===== src/rtl/mc_cpu_core.sv =====
// rtl/mc_cpu_core.sv - multicycle MIPS-subset core with handshaked instruction/data memories
// Optional single-step fetch gate is enabled by defining MC_CPU_SINGLE_STEP_EN.
module mc_cpu_core #(
  parameter int DATA_W = 8,
  parameter int ADDR_W = 8,
  parameter int NREGS  = 8,
  localparam int RW    = $clog2(NREGS)
) (
  input  logic              clk,
  input  logic              rst,
`ifdef MC_CPU_SINGLE_STEP_EN
  input  logic              step,
`endif
  output logic              imem_req,
  output logic [ADDR_W-1:0] imem_addr,
  input  logic              imem_valid,
  input  logic [31:0]       imem_rdata,
  output logic              dmem_req,
  output logic              dmem_we,
  output logic [ADDR_W-1:0] dmem_addr,
  output logic [DATA_W-1:0] dmem_wdata,
  input  logic              dmem_ready,
  input  logic [DATA_W-1:0] dmem_rdata,
  input  logic [RW-1:0]     dbg_ra,
  output logic [DATA_W-1:0] dbg_rd,
  output logic [ADDR_W-1:0] pc,
  output logic [2:0]        state,
  output logic              retire,
  output logic              illegal
);

  typedef enum logic [2:0] {FETCH = 3'd0, DECODE = 3'd1, EXEC = 3'd2, MEM = 3'd3, WB = 3'd4} state_t;

  localparam logic [5:0] OP_RTYPE = 6'b000000, OP_LW = 6'b100011, OP_SW = 6'b101011;
  localparam logic [5:0] OP_BEQ = 6'b000100, OP_ADDI = 6'b001000, OP_J = 6'b000010;
  localparam logic [5:0] FN_ADD = 6'b100000, FN_SUB = 6'b100010, FN_AND = 6'b100100;
  localparam logic [5:0] FN_OR = 6'b100101, FN_SLT = 6'b101010;

  state_t            state_q, state_d;
  logic [ADDR_W-1:0] pc_q;
  logic [31:0]       ir;
  logic [DATA_W-1:0] a_q, b_q, alu_out, mdr, alu_res, wr_data, imm_d;
  logic [DATA_W-1:0] regs [NREGS];
  logic              illegal_q, is_r, legal, fetch_go;
  logic [5:0]        op, funct;
  logic [RW-1:0]     rs, rt, rd, wr_idx;
  logic [31:0]       imm_ext, alu_ext;
  logic [ADDR_W-1:0] imm_a;
  logic              unused_bits;

  assign op      = ir[31:26];
  assign funct   = ir[5:0];
  assign rs      = ir[21 +: RW];
  assign rt      = ir[16 +: RW];
  assign rd      = ir[11 +: RW];
  assign imm_ext = {{16{ir[15]}}, ir[15:0]};
  assign imm_d   = imm_ext[DATA_W-1:0];
  assign imm_a   = imm_ext[ADDR_W-1:0];
  assign alu_ext = 32'(alu_out);
  assign unused_bits = ^{ir, imm_ext, alu_ext};

  assign pc         = pc_q;
  assign imem_addr  = pc_q;
  assign state      = state_q;
  assign illegal    = illegal_q;
  assign dmem_addr  = alu_ext[ADDR_W-1:0];
  assign dmem_wdata = b_q;
  assign dbg_rd     = (dbg_ra == '0) ? '0 : regs[dbg_ra];

`ifdef MC_CPU_SINGLE_STEP_EN
  // A rising edge on step arms exactly one fetch; holding step high re-arms nothing.
  logic step_q, armed;
  assign fetch_go = armed;
  always_ff @(posedge clk) begin
    if (rst) begin
      step_q <= 1'b0;
      armed  <= 1'b0;
    end else begin
      step_q <= step;
      if (step && !step_q) armed <= 1'b1;
      else if (state_q == FETCH && imem_valid && armed) armed <= 1'b0;
    end
  end
`else
  assign fetch_go = 1'b1;
`endif

  always_comb begin
    is_r  = (op == OP_RTYPE);
    legal = 1'b0;
    if (is_r) legal = funct inside {FN_ADD, FN_SUB, FN_AND, FN_OR, FN_SLT};
    else      legal = op inside {OP_LW, OP_SW, OP_BEQ, OP_ADDI, OP_J};
  end

  always_comb begin
    alu_res = a_q + imm_d;
    if (is_r) begin
      case (funct)
        FN_SUB:  alu_res = a_q - b_q;
        FN_AND:  alu_res = a_q & b_q;
        FN_OR:   alu_res = a_q | b_q;
        FN_SLT:  alu_res = {{(DATA_W-1){1'b0}}, $signed(a_q) < $signed(b_q)};
        default: alu_res = a_q + b_q;
      endcase
    end
  end

  always_comb begin
    wr_idx  = is_r ? rd : rt;
    wr_data = (op == OP_LW) ? mdr : alu_out;
  end

  always_comb begin
    state_d  = state_q;
    imem_req = 1'b0;
    dmem_req = 1'b0;
    dmem_we  = 1'b0;
    retire   = 1'b0;
    case (state_q)
      FETCH: begin
        imem_req = fetch_go;
        if (fetch_go && imem_valid) state_d = DECODE;
      end
      DECODE: begin
        if (op == OP_J || !legal) begin
          retire  = 1'b1;
          state_d = FETCH;
        end else begin
          state_d = EXEC;
        end
      end
      EXEC: begin
        if (op == OP_BEQ) begin
          retire  = 1'b1;
          state_d = FETCH;
        end else if (op == OP_LW || op == OP_SW) begin
          state_d = MEM;
        end else begin
          state_d = WB;
        end
      end
      MEM: begin
        dmem_req = 1'b1;
        dmem_we  = (op == OP_SW);
        if (dmem_ready) begin
          retire  = (op == OP_SW);
          state_d = (op == OP_SW) ? FETCH : WB;
        end
      end
      WB: begin
        retire  = 1'b1;
        state_d = FETCH;
      end
      default: state_d = FETCH;
    endcase
  end

  always_ff @(posedge clk) begin
    if (rst) begin
      state_q   <= FETCH;
      pc_q      <= '0;
      ir        <= '0;
      a_q       <= '0;
      b_q       <= '0;
      alu_out   <= '0;
      mdr       <= '0;
      illegal_q <= 1'b0;
      for (int i = 0; i < NREGS; i++) regs[i] <= '0;
    end else begin
      state_q <= state_d;
      case (state_q)
        FETCH: begin
          if (fetch_go && imem_valid) begin
            ir   <= imem_rdata;
            pc_q <= pc_q + ADDR_W'(1);
          end
        end
        DECODE: begin
          a_q <= regs[rs];
          b_q <= regs[rt];
          if (op == OP_J) pc_q <= ir[ADDR_W-1:0];
          if (!legal) illegal_q <= 1'b1;
        end
        EXEC: begin
          alu_out <= alu_res;
          // pc_q already points past the branch, so this lands on PC+1+imm.
          if (op == OP_BEQ && a_q == b_q) pc_q <= pc_q + imm_a;
        end
        MEM: if (dmem_ready && op == OP_LW) mdr <= dmem_rdata;
        WB: if (wr_idx != '0) regs[wr_idx] <= wr_data;
        default: ;
      endcase
    end
  end

endmodule

===== config.mk =====
export PLATFORM = sky130hd
export DESIGN_NAME = mc_cpu_core
export DESIGN_NICKNAME = d
export VERILOG_FILES = /design/src/rtl/mc_cpu_core.sv
export SDC_FILE = /design/constraint.sdc
export NUM_CORES = 1
export LEC_CHECK = 0
export BUFFER_PORTS_ARGS = -buffer_cell sky130_fd_sc_hd__buf_4
export CORE_ASPECT_RATIO = 1.5
export CORE_MARGIN = 2
export CORE_UTILIZATION = 33
export CTS_BUF_LIST = sky130_fd_sc_hd__clkbuf_4
export DETAILED_ROUTE_END_ITERATION = 10
export GPL_ROUTABILITY_DRIVEN = 0
export PLACE_DENSITY_LB_ADDON = 0.05
export REMOVE_ABC_BUFFERS = 1
export SLEW_MARGIN = 10
export SYNTH_ARGS = -nofsm -noshare
export SYNTH_HDL_FRONTEND = slang
export SYNTH_SLANG_ARGS = --single-unit

===== constraint.sdc =====
create_clock -name clk -period 2.98 [get_ports clk]
set_clock_uncertainty 0.1 [all_clocks]
set_input_delay 0.596 -clock clk [delete_from_list [all_inputs] [get_ports clk]]
set_output_delay 0.596 -clock clk [all_outputs]
set_load 0.05 [all_outputs]

==> key figures, run 1 <==
Synthesis
  • Synth area leader: edfxtp_1
  • Synthesis Warnings: 0
  • Multiplexer share of the synthesized area: 16.6%
  • Number of flops mapped to enable cells by yosys: 64
  • Largest cells by area after synthesis: edfxtp_1 23%, dfxtp_1 16%, mux4_2 11%, nor2_1 5.8%, ha_1 5.7%
  • Sequential fraction of the synthesis area: 39.4%
  • Syn Area/Cell: 9.61 um2
  • Main synth FF type: dfxtp_1
  • Largest family of logic cells by synthesized area: multiplexers
  • Cell area after synthesis: 8280 um2
  • Xor and xnor fraction of the mapped netlist area: 1.37%
  • Post-synth cell types: 70
  • Synth Area in Adders: 6.83%
  • Compound-Gate Fraction of Synth Area: 14.1%
  • Yosys top cell area share: 23.2%
  • Simple-gate area share of the yosys netlist: 16.5%
  • Post-Synthesis Cells: 862
  • Register bit total from synthesis: 131
  • Ys async rst share: 0%

Floorplanning
  • Top Ports: 95
  • Num rows: 71
  • Total core area: 24900 um2
  • Die width: 133 um
  • Starting Density: 33.3%
  • Die H: 198 um
  • Die area: 26400 um2

Global route
  • First-pass GRT wire length: 40.9 mm
  • GRT Resource Usage Total: 20.6%
  • Pin count of the biggest net entering global routing: 69
  • Initial antenna violation count: 2
  • Vias in the first global route: 7207
  • Global route total overflow: 0

Timing
  • Setup TNS: -290 ps
  • Max Freq: 0.306 GHz
  • Final Hold Viols: 0
  • Post-layout min period: 3270 ps
  • Tcrit/Tclk final: 110%
  • RSZ-0062 raised after global routing: true
  • Final setup vio count: 1
  • Final Max Slew Viols: 0
  • Final WS setup: -290 ps
  • Worst-Margin Slew: 874 ps
  • Relative slew slack: 41.7%

Clock tree
  • Reg clk slew, reported paths: 130 ps
  • Clk root buf: clkbuf_4
  • Clock Tree Buf Depth: 2
  • CTS sink cnt: 131
  • TritonCTS Buffers: 17
  • Worst skew pair latency: 590 ps
  • H-Tree Level Count: 4
  • CTS Hold Bufs: 0
  • CTS tree: built

Layout
  • # fillers: 2534
  • Layout area overhead: 20.6%
  • Layout cells sized above 1: 25.8%
  • Final std cells w/o fill: 1332
  • Post-layout util: 40.1%
  • Most common cell after layout, fill and taps aside: buf_4
  • Nets@finish: 1076
  • Most frequent cells in the layout: 161 x buf_4, 127 x nor2_1, 92 x nand2_1
  • Design Area, Final: 9990 um2

Min path
  • Min-Delay Path Class: in -> reg

Critical path
  • Largest fanout on the critical path: 2
  • CP max-delay cell: or4_4
  • Setup CP Type: reg -> out
  • Worst path required time: 2280 ps
  • CP arrival: 2570 ps
  • Largest stage delay on the critical path: 530 ps
  • WP buf/inv: 1
  • Critical-path cell list: or4_4 -> or3_4 -> o211ai_2 -> o21bai_1 -> a22oi_1 -> o21ai_1 -> buf_6
  • Critical Path End Type: primary output
  • Startpoint Class: flop
  • Worst path top cell family by delay: simple AND/OR/NAND/NOR gates

Drt
  • DRC viols: 0
  • First drt pass iteration count: 4
  • Post-route ant nets: 0
  • Routed vias/inst: 5.25
  • Initial DRC count: 344
  • Wirelength per Cell: 19.9 um
  • Drt total wl: 26.5 mm
  • Via count: 6994

Placement
  • Place WS: 139 ps
  • IO buf count: 85
  • Placed instance area: 9570 um2
  • Post-DP HPWL: 20.6 mm
  • Placed cells: 1284

Power and ir drop
  • Leak Pwr: 3.90 nW
  • VDD IR max: 0.263 mV
  • P per Cell Area: 538 nW/um2

Job
  • Number of max-cap violations: 0

Status
  • Outcome: complete, but fails checks
  • Violated checks: negative setup slack
==> flip-flops by register name, summed over array words and instances (netlist names) <==
register / flops
a_q: 8
imem_addr: 8
ir: 23
state: 3
dmem_wdata: 8
dmem_addr: 8
regs: 64
mdr: 8
illegal: 1
==> logic make-up after synthesis <==
| group | count (synthesis) |
|---|---|
| DFF | 131 |
| other | 1 |
| AOI/OAI and AO/OA | 182 |
| adders and majority gates | 43 |
| xor gates and xnor gates | 13 |
| muxes | 87 |
| and+or+nand+nor | 304 |
| buffers and inverters | 101 |
==> metrics by stage <==
step           power, W  hold WS (ps)
2_1_floorplan   0.00332           330
3_3_place_gp    0.00399           354
3_5_place_dp    0.00402           359
4_1_cts         0.00540          95.6
5_1_grt         0.00566          99.7
6_report        0.00537           136
==> worst min-delay path: cells and delay by family <==
family / cells / cell delay, ps
muxes: 1 / 50
buffers and inverters: 1 / 80
and+or+nand+nor: 1 / 80
==> synthesized netlist by cell type (all sizes together) (4+ instances only) <==
| cell | number |
|---|---|
| fa | 4 |
| inv | 37 |
| or3 | 5 |
| a211oi | 22 |
| nor3 | 15 |
| nand2b | 8 |
| o21a | 4 |
| ha | 38 |
| o211ai | 6 |
| xnor2 | 7 |
| buf | 23 |
| mux4 | 40 |
| and2 | 7 |
| nor2b | 13 |
| dfxtp | 67 |
| o21bai | 4 |
| o21ai | 38 |
| o31ai | 4 |
| nor2 | 128 |
| nand3b | 4 |
| nor3b | 5 |
| xor2 | 6 |
| nand3 | 8 |
| edfxtp | 64 |
| a21oi | 61 |
| mux2i | 46 |
| nand2 | 98 |
| a221oi | 13 |
| clkbuf | 40 |
==> worst paths after layout <==
path,start,endpoint,slack (ps),depth (start not counted)
worst min-delay path,dmem_rdata[3],mdr[3]$_SDFFE_PP0P_,140,3
worst max-delay path,ir[31]$_SDFFE_PP0P_,retire,-290,7
worst max register to register,ir[31]$_SDFFE_PP0P_,regs[3][7]$_SDFFCE_PN0P_,160,9
worst min register to register,ir[11]$_SDFFE_PP0P_,ir[11]$_SDFFE_PP0P_,370,2
==> final cells by class <==
type	instances	area, um2	area share (%)
diodes	4	10.0	0.100
clock buffers	18	135	1.35
clock inverters	14	164	1.64
inverters	38	143	1.43
multi-input cells	637	4640	46.4
flip-flops and latches	131	3270	32.7
well taps	328	410	4.11
repair buffers	162	1220	12.2
==> power breakdown <==
group | internal (W) | leakage, nW | switching [W]
combinational | 0.000769 | 2.55 | 0.00115
sequential | 0.00201 | 1.21 | 0.000130
clock | 0.000583 | 0.148 | 0.000736
total | 0.00336 | 3.90 | 0.00201
==> repair_timing <==
action | CTS | global route
pin swaps | 5 | 5
resized for setup | 4 | 3
setup buffers | 8 | 4
endpoints found under the hold margin | 0 | 0
endpoints found under the setup margin | 1 | 2
==> routing by layer <==
metal  GRT usage, %  up-vias  part of all wire [%]
met5              0        -                     0
met4           7.88        0                   2.6
met3           3.07       38                   2.9
met2           40.9      160                    57
met1           21.3     3438                    37
li1               -     3358                     -
(Power assumes the default switching activity.)
==> run 2, diff against run 1 <==
--- a/config.mk
+++ b/config.mk
@@ -14,7 +14,7 @@
 export GPL_ROUTABILITY_DRIVEN = 0
 export PLACE_DENSITY_LB_ADDON = 0.05
 export REMOVE_ABC_BUFFERS = 1
-export SLEW_MARGIN = 10
+export SLEW_MARGIN = 20
 export SYNTH_ARGS = -nofsm -noshare
 export SYNTH_HDL_FRONTEND = slang
 export SYNTH_SLANG_ARGS = --single-unit
==> constraint.sdc (replaced) <==
create_clock -name clk -period 3.8 [get_ports clk]
set_clock_uncertainty 0.1 [all_clocks]
set_input_delay 0.76 -clock clk [delete_from_list [all_inputs] [get_ports clk]]
set_output_delay 0.76 -clock clk [all_outputs]
set_load 0.05 [all_outputs]
==> run 2 against run 1 <==
Net effect:
- the run now ends clean
- global-route usage is 0.43 points lower
- utilization fell by 2.1 points
- non-clock buffer count shrank 60
- combinational power fell by 30%
- cell count decreased by 4.7%
- count of clock-buffer cells in the layout rose by 2
- wire length decreased by 1.7%
- worst setup slack better by 470 ps
- via count down 3.2%
- power fell by 27%
- flip-flop and latch count is the same
- sequential power down 20%
- largest power group unchanged
==> key figures, run 2 (synthesis gave the netlist of run 1 again) <==
Status
  • Outcome: complete, no violations

Layout
  • Most frequent cells in the layout: 127 x nor2_1, 102 x buf_4, 92 x nand2_1
  • Layout cells sized above 1: 20.2%
  • Reg with most FFs: regs
  • Top Registers: regs (64), ir (23)
  • Max FFs per register: 64
  • Most common cell after layout, fill and taps aside: nor2_1
  • Layout area overhead: 14.2%
  • Final std cells w/o fill: 1270
  • Nets@finish: 1016
  • # fillers: 2595

Drt
  • Initial DRC count: 494
  • Wirelength per Cell: 20.5 um
  • First drt pass iteration count: 5
  • Met2 Routed Length: 14.7 mm
  • Drt total wl: 26.0 mm
  • Routed vias/inst: 5.33
  • DRC viols: 0
  • Post-route ant nets: 0
  • Wl on met1: 9.68 mm
  • Via count: 6772
  • WL met3: 810 um
  • Highest metal used: met4

Clock tree
  • CTS tree: built
  • H-Tree Level Count: 4
  • Clock Tree Buf Depth: 2
  • Clk root buf: clkbuf_4
  • Reg clk slew, reported paths: 120 ps
  • CTS Hold Bufs: 0
  • TritonCTS Buffers: 17
  • Worst skew pair latency: 560 ps
  • CTS sink cnt: 131

Global route
  • First-pass GRT wire length: 39.9 mm
  • Pin count of the biggest net entering global routing: 69
  • Global route total overflow: 0
  • GRT Resource Usage Total: 20.1%
  • Initial antenna violation count: 1
  • Vias in the first global route: 6908

Critical path
  • FF-to-FF path depth: 10
  • Reg-to-reg endpoint: imem_addr[7]$_SDFFE_PP0P_
  • CP arrival: 2760 ps
  • R2R setup slack: 530 ps
  • Worst path required time: 2940 ps
  • Critical Path End Type: primary output
  • Largest fanout on the critical path: 6
  • Worst R2R Start: state[1]$_SDFFE_PP0P_
  • Startpoint Class: flop
  • Setup CP Type: reg -> out

Timing
  • RSZ-0062 raised after global routing: false
  • Final Max Slew Viols: 0
  • Max Freq: 0.276 GHz
  • Post-layout min period: 3620 ps
  • Final Hold Viols: 0
  • Tcrit/Tclk final: 95.4%
  • Final setup vio count: 0
  • Relative slew slack: 38.0%
  • Worst-Margin Slew: 904 ps

Min path
  • Min-Delay Path Class: in -> reg
  • Hold_sp: dmem_rdata[3]
  • WHS Endpoint: mdr[3]$_SDFFE_PP0P_
  • Hold path cells: 3

Power and ir drop
  • Leak Pwr: 3.59 nW
  • Cell Int Power: 0.00241 W
  • P per Cell Area: 414 nW/um2
  • Proportion of power drawn by the clock network: 22.3%
  • Sw frac: 38.4%
  • Switching power: 0.00150 W
  • Pwr Total: 0.00391 W
  • Sequential share of power: 43.8%
  • Combinational Power Share: 33.9%
  • VDD IR max: 0.251 mV

Placement
  • Placed cells: 1235
  • IO buf count: 85
  • Post-DP HPWL: 20.1 mm

Floorplanning
  • Total core area: 24900 um2
  • Die width: 133 um
  • Die area: 26400 um2
  • Starting Density: 33.3%
  • Die H: 198 um
  • Num rows: 71
  • Top Ports: 95

Job
  • Number of max-cap violations: 0
[run 2: changes by cell type in the layout (fill, tap and decap cells not counted), sizes merged]
cell | before | now
buf | 162 | 102
clkbuf | 18 | 20
bufinv | 3 | 1
clkinvlp | 5 | 3
diode | 4 | 2
clkinv | 7 | 9
[run 2: metrics by stage]
stage          cell area [um2]  setup TNS, ps  hold WS (ps)  worst slack (ps)  utilization (%)
2_1_floorplan             8020         -16130           330             -1210                -
3_3_place_gp              9200              0           352               551             37.0
3_5_place_dp              9200              0           358               545             37.0
4_1_cts                   9450              0           273              33.8             38.0
5_1_grt                   9460              0           289              16.5             38.0
6_report                  9460              0           337               177             38.0
[run 2: metal layers]
| layer | GRT usage [%] | vias to the layer above |
|---|---|---|
| met2 | 40.0 | 174 |
| met3 | 3.05 | 37 |
| met1 | 20.6 | 3328 |
| met5 | 0 | - |
| li1 | - | 3233 |
| met4 | 8.39 | 0 |
[run 2: how the worst max path moves through the flow]
stage	from	end	slack [ps]
6_report	ir[31]$_SDFFE_PP0P_	retire	180
5_1_grt	ir[31]$_SDFFE_PP0P_	retire	20
3_5_place_dp	state[1]$_SDFFE_PP0P_	imem_addr[7]$_SDFFE_PP0P_	550
4_1_cts	ir[31]$_SDFFE_PP0P_	retire	30
2_1_floorplan	state[0]$_SDFFE_PP0P_	imem_addr[7]$_SDFFE_PP0P_	-1210
3_3_place_gp	state[1]$_SDFFE_PP0P_	imem_addr[7]$_SDFFE_PP0P_	550
[run 2: critical path: stages, from the launching register on]
cell	delay, ps
dfxtp_1	350
or4_4	590
or3_4	420
o211ai_2	230
o21bai_1	150
a22oi_1	100
o21ai_1	160
buf_4	220
[run 2: final cells by class]
cell class,instances,area [um2],share of cell area (%)
antenna,2,5.00,0.0529
clock buffer,20,150,1.59
clock inverter,12,91.3,0.966
inverter,38,143,1.51
multi-input combinational,637,4630,48.9
sequential,131,3260,34.5
tap,328,410,4.34
timing repair buffer,102,766,8.10
[run 2: repair_timing]
action / in CTS / in global routing
setup buffers: 1 / 0
endpoints found under the setup margin: 1 / 1
pin swaps: 1 / 0
resized for setup: 0 / 1
[run 2: power by group through the flow]
stage                     clock network, W  registers, W  logic, W
final                             0.000872       0.00171   0.00133
after global placement                   0       0.00174   0.00131
after floorplan                          0       0.00188  0.000723
after global routing              0.000968       0.00173   0.00145
after detailed placement                 0       0.00175   0.00132
after CTS                         0.000917       0.00172   0.00133
==> run 3, diff against run 2 <==
--- a/config.mk
+++ b/config.mk
@@ -8,7 +8,7 @@
 export BUFFER_PORTS_ARGS = -buffer_cell sky130_fd_sc_hd__buf_4
 export CORE_ASPECT_RATIO = 1.5
 export CORE_MARGIN = 2
-export CORE_UTILIZATION = 33
+export CORE_UTILIZATION = 46
 export CTS_BUF_LIST = sky130_fd_sc_hd__clkbuf_4
 export DETAILED_ROUTE_END_ITERATION = 10
 export GPL_ROUTABILITY_DRIVEN = 0
==> run 3 against run 2 <==
Net effect:
- hold slack worse by 3.7 ps
- non-clock buffer count is 7 lower
- fmax is 1.7% lower
- largest power group unchanged
- flip-flop and latch count stayed put
- sequential share of layout area is 0.58 points higher
- critical path depth stayed put
==> key figures, run 3 (synthesis gave the netlist of run 1 again) <==
Timing
  • Final Hold Viols: 0
  • Final Max Slew Viols: 0
  • Post-layout min period: 3680 ps
  • Max Freq: 0.271 GHz
  • Relative slew slack: 33.5%
  • Worst-Margin Slew: 970 ps
  • Tcrit/Tclk final: 97.0%
  • Min Hold Slack: 333 ps
  • Final setup vio count: 0

Global route
  • Pin count of the biggest net entering global routing: 69
  • Vias in the first global route: 6750
  • Initial antenna violation count: 1
  • First-pass GRT wire length: 36.6 mm
  • Global route total overflow: 0
  • GRT Resource Usage Total: 25.0%

Critical path
  • Setup CP Type: reg -> out
  • CP max-delay cell: or4_4
  • Startpoint Class: flop
  • Largest stage delay on the critical path: 580 ps
  • Total stage count of the critical path: 7
  • Critical-path cell list: or4_4 -> or3_4 -> o211ai_2 -> o21bai_1 -> a22oi_1 -> o21ai_1 -> buf_4
  • Largest fanout on the critical path: 11
  • WP buf/inv: 1
  • Worst path required time: 2940 ps
  • CP arrival: 2820 ps
  • Critical Path End Type: primary output
  • Worst path top cell family by delay: simple AND/OR/NAND/NOR gates
  • FF-to-FF path depth: 9

Drt
  • DRC viols: 0
  • Routed vias/inst: 5.87
  • First drt pass iteration count: 5
  • Drt total wl: 23.3 mm
  • Initial DRC count: 449
  • Post-route ant nets: 0
  • Via count: 6760
  • Wirelength per Cell: 20.2 um

Layout
  • Layout area overhead: 12.3%
  • Max FFs per register: 64
  • Nets@finish: 1009
  • Post-layout util: 52.3%
  • Top Registers: regs (64), ir (23)
  • Design Area, Final: 9300 um2
  • Most common cell after layout, fill and taps aside: nor2_1
  • Most frequent cells in the layout: 127 x nor2_1, 95 x buf_4, 92 x nand2_1
  • # fillers: 1649
  • Layout cells sized above 1: 19.9%
  • Reg with most FFs: regs

Status
  • Outcome: complete, no violations

Clock tree
  • Clk root buf: clkbuf_4
  • Reg clk slew, reported paths: 130 ps
  • CTS tree: built
  • Clock Tree Buf Depth: 2
  • TritonCTS Buffers: 17
  • Worst skew pair latency: 560 ps
  • CTS Hold Bufs: 0
  • # resized after CTS: 0
  • H-Tree Level Count: 4
  • CTS sink cnt: 131
  • Post-CTS Setup Bufs: 0

Floorplanning
  • Die H: 168 um
  • Num rows: 60
  • Starting Density: 46.6%
  • Top Ports: 95
  • Die width: 114 um
  • Total core area: 17800 um2
  • Die area: 19100 um2

Power and ir drop
  • P per Cell Area: 428 nW/um2
  • VDD IR max: 0.230 mV
  • Leak Pwr: 3.58 nW

Placement
  • Post-DP HPWL: 17.7 mm
  • Placed instance area: 9010 um2
  • IO buf count: 85

Min path
  • Min-Delay Path Class: in -> reg
  • Hold path cells: 3

Job
  • Number of max-cap violations: 0
## run 3: changes by cell type in the layout (fill, tap and decap cells not counted)
cell,before,now
buf_4,102,95
bufinv_16,1,3
clkbuf_4,20,19
clkinv_1,5,3
clkinv_4,1,0
clkinvlp_4,3,1
dfxtp_1,67,66
dfxtp_2,0,1
diode_2,2,1
inv_2,0,2
inv_4,0,2
## run 3: layout make-up
| class | count | area, um2 | share of cell area, % |
|---|---|---|---|
| sequential | 131 | 3260 | 35.1 |
| clock buffer | 19 | 143 | 1.53 |
| timing repair buffer | 95 | 713 | 7.67 |
| tap | 217 | 272 | 2.92 |
| multi-input combinational | 637 | 4630 | 49.7 |
| antenna | 1 | 2.50 | 0.0269 |
| clock inverter | 13 | 140 | 1.51 |
| inverter | 38 | 143 | 1.53 |
## run 3: final timing paths
kind	end	slack, ps	from
max	retire	120	ir[31]$_SDFFE_PP0P_
min	mdr[3]$_SDFFE_PP0P_	330	dmem_rdata[3]
max reg2reg	imem_addr[7]$_SDFFE_PP0P_	550	state[1]$_SDFFE_PP0P_
min reg2reg	ir[11]$_SDFFE_PP0P_	370	ir[11]$_SDFFE_PP0P_
## run 3: per-layer routing
layer | global-route usage (%) | wire [um]
met1 | 27.1 | 8640
met2 | 48.0 | 12900
met3 | 3.82 | 963
met4 | 9.49 | 718
met5 | 0 | 0
## run 3: power breakdown
group / switching [W] / total (W) / internal (W)
Clock: 0.000533 / 0.000992 / 0.000460
Sequential: 0.000149 / 0.00172 / 0.00158
Combinational: 0.000782 / 0.00126 / 0.000481
Total: 0.00146 / 0.00398 / 0.00252
## run 3: worst min-delay path: cells and delay by family
| kind | cells | cell delay (ps) |
|---|---|---|
| mux | 1 | 50 |
| simple gates | 1 | 80 |
| buf+inv | 1 | 80 |
## run 3: stage by stage
step	total power [W]	TNS, ps	setup slack, ps	cells
finish	0.00398	0	115	1151
global route	0.00420	-0.0391	-0.0391	1151
CTS	0.00401	0	6.52	1150
detailed placement	0.00301	0	604	1118
global placement	0.00298	0	648	1118
floorplan	0.00260	-16130	-1210	806
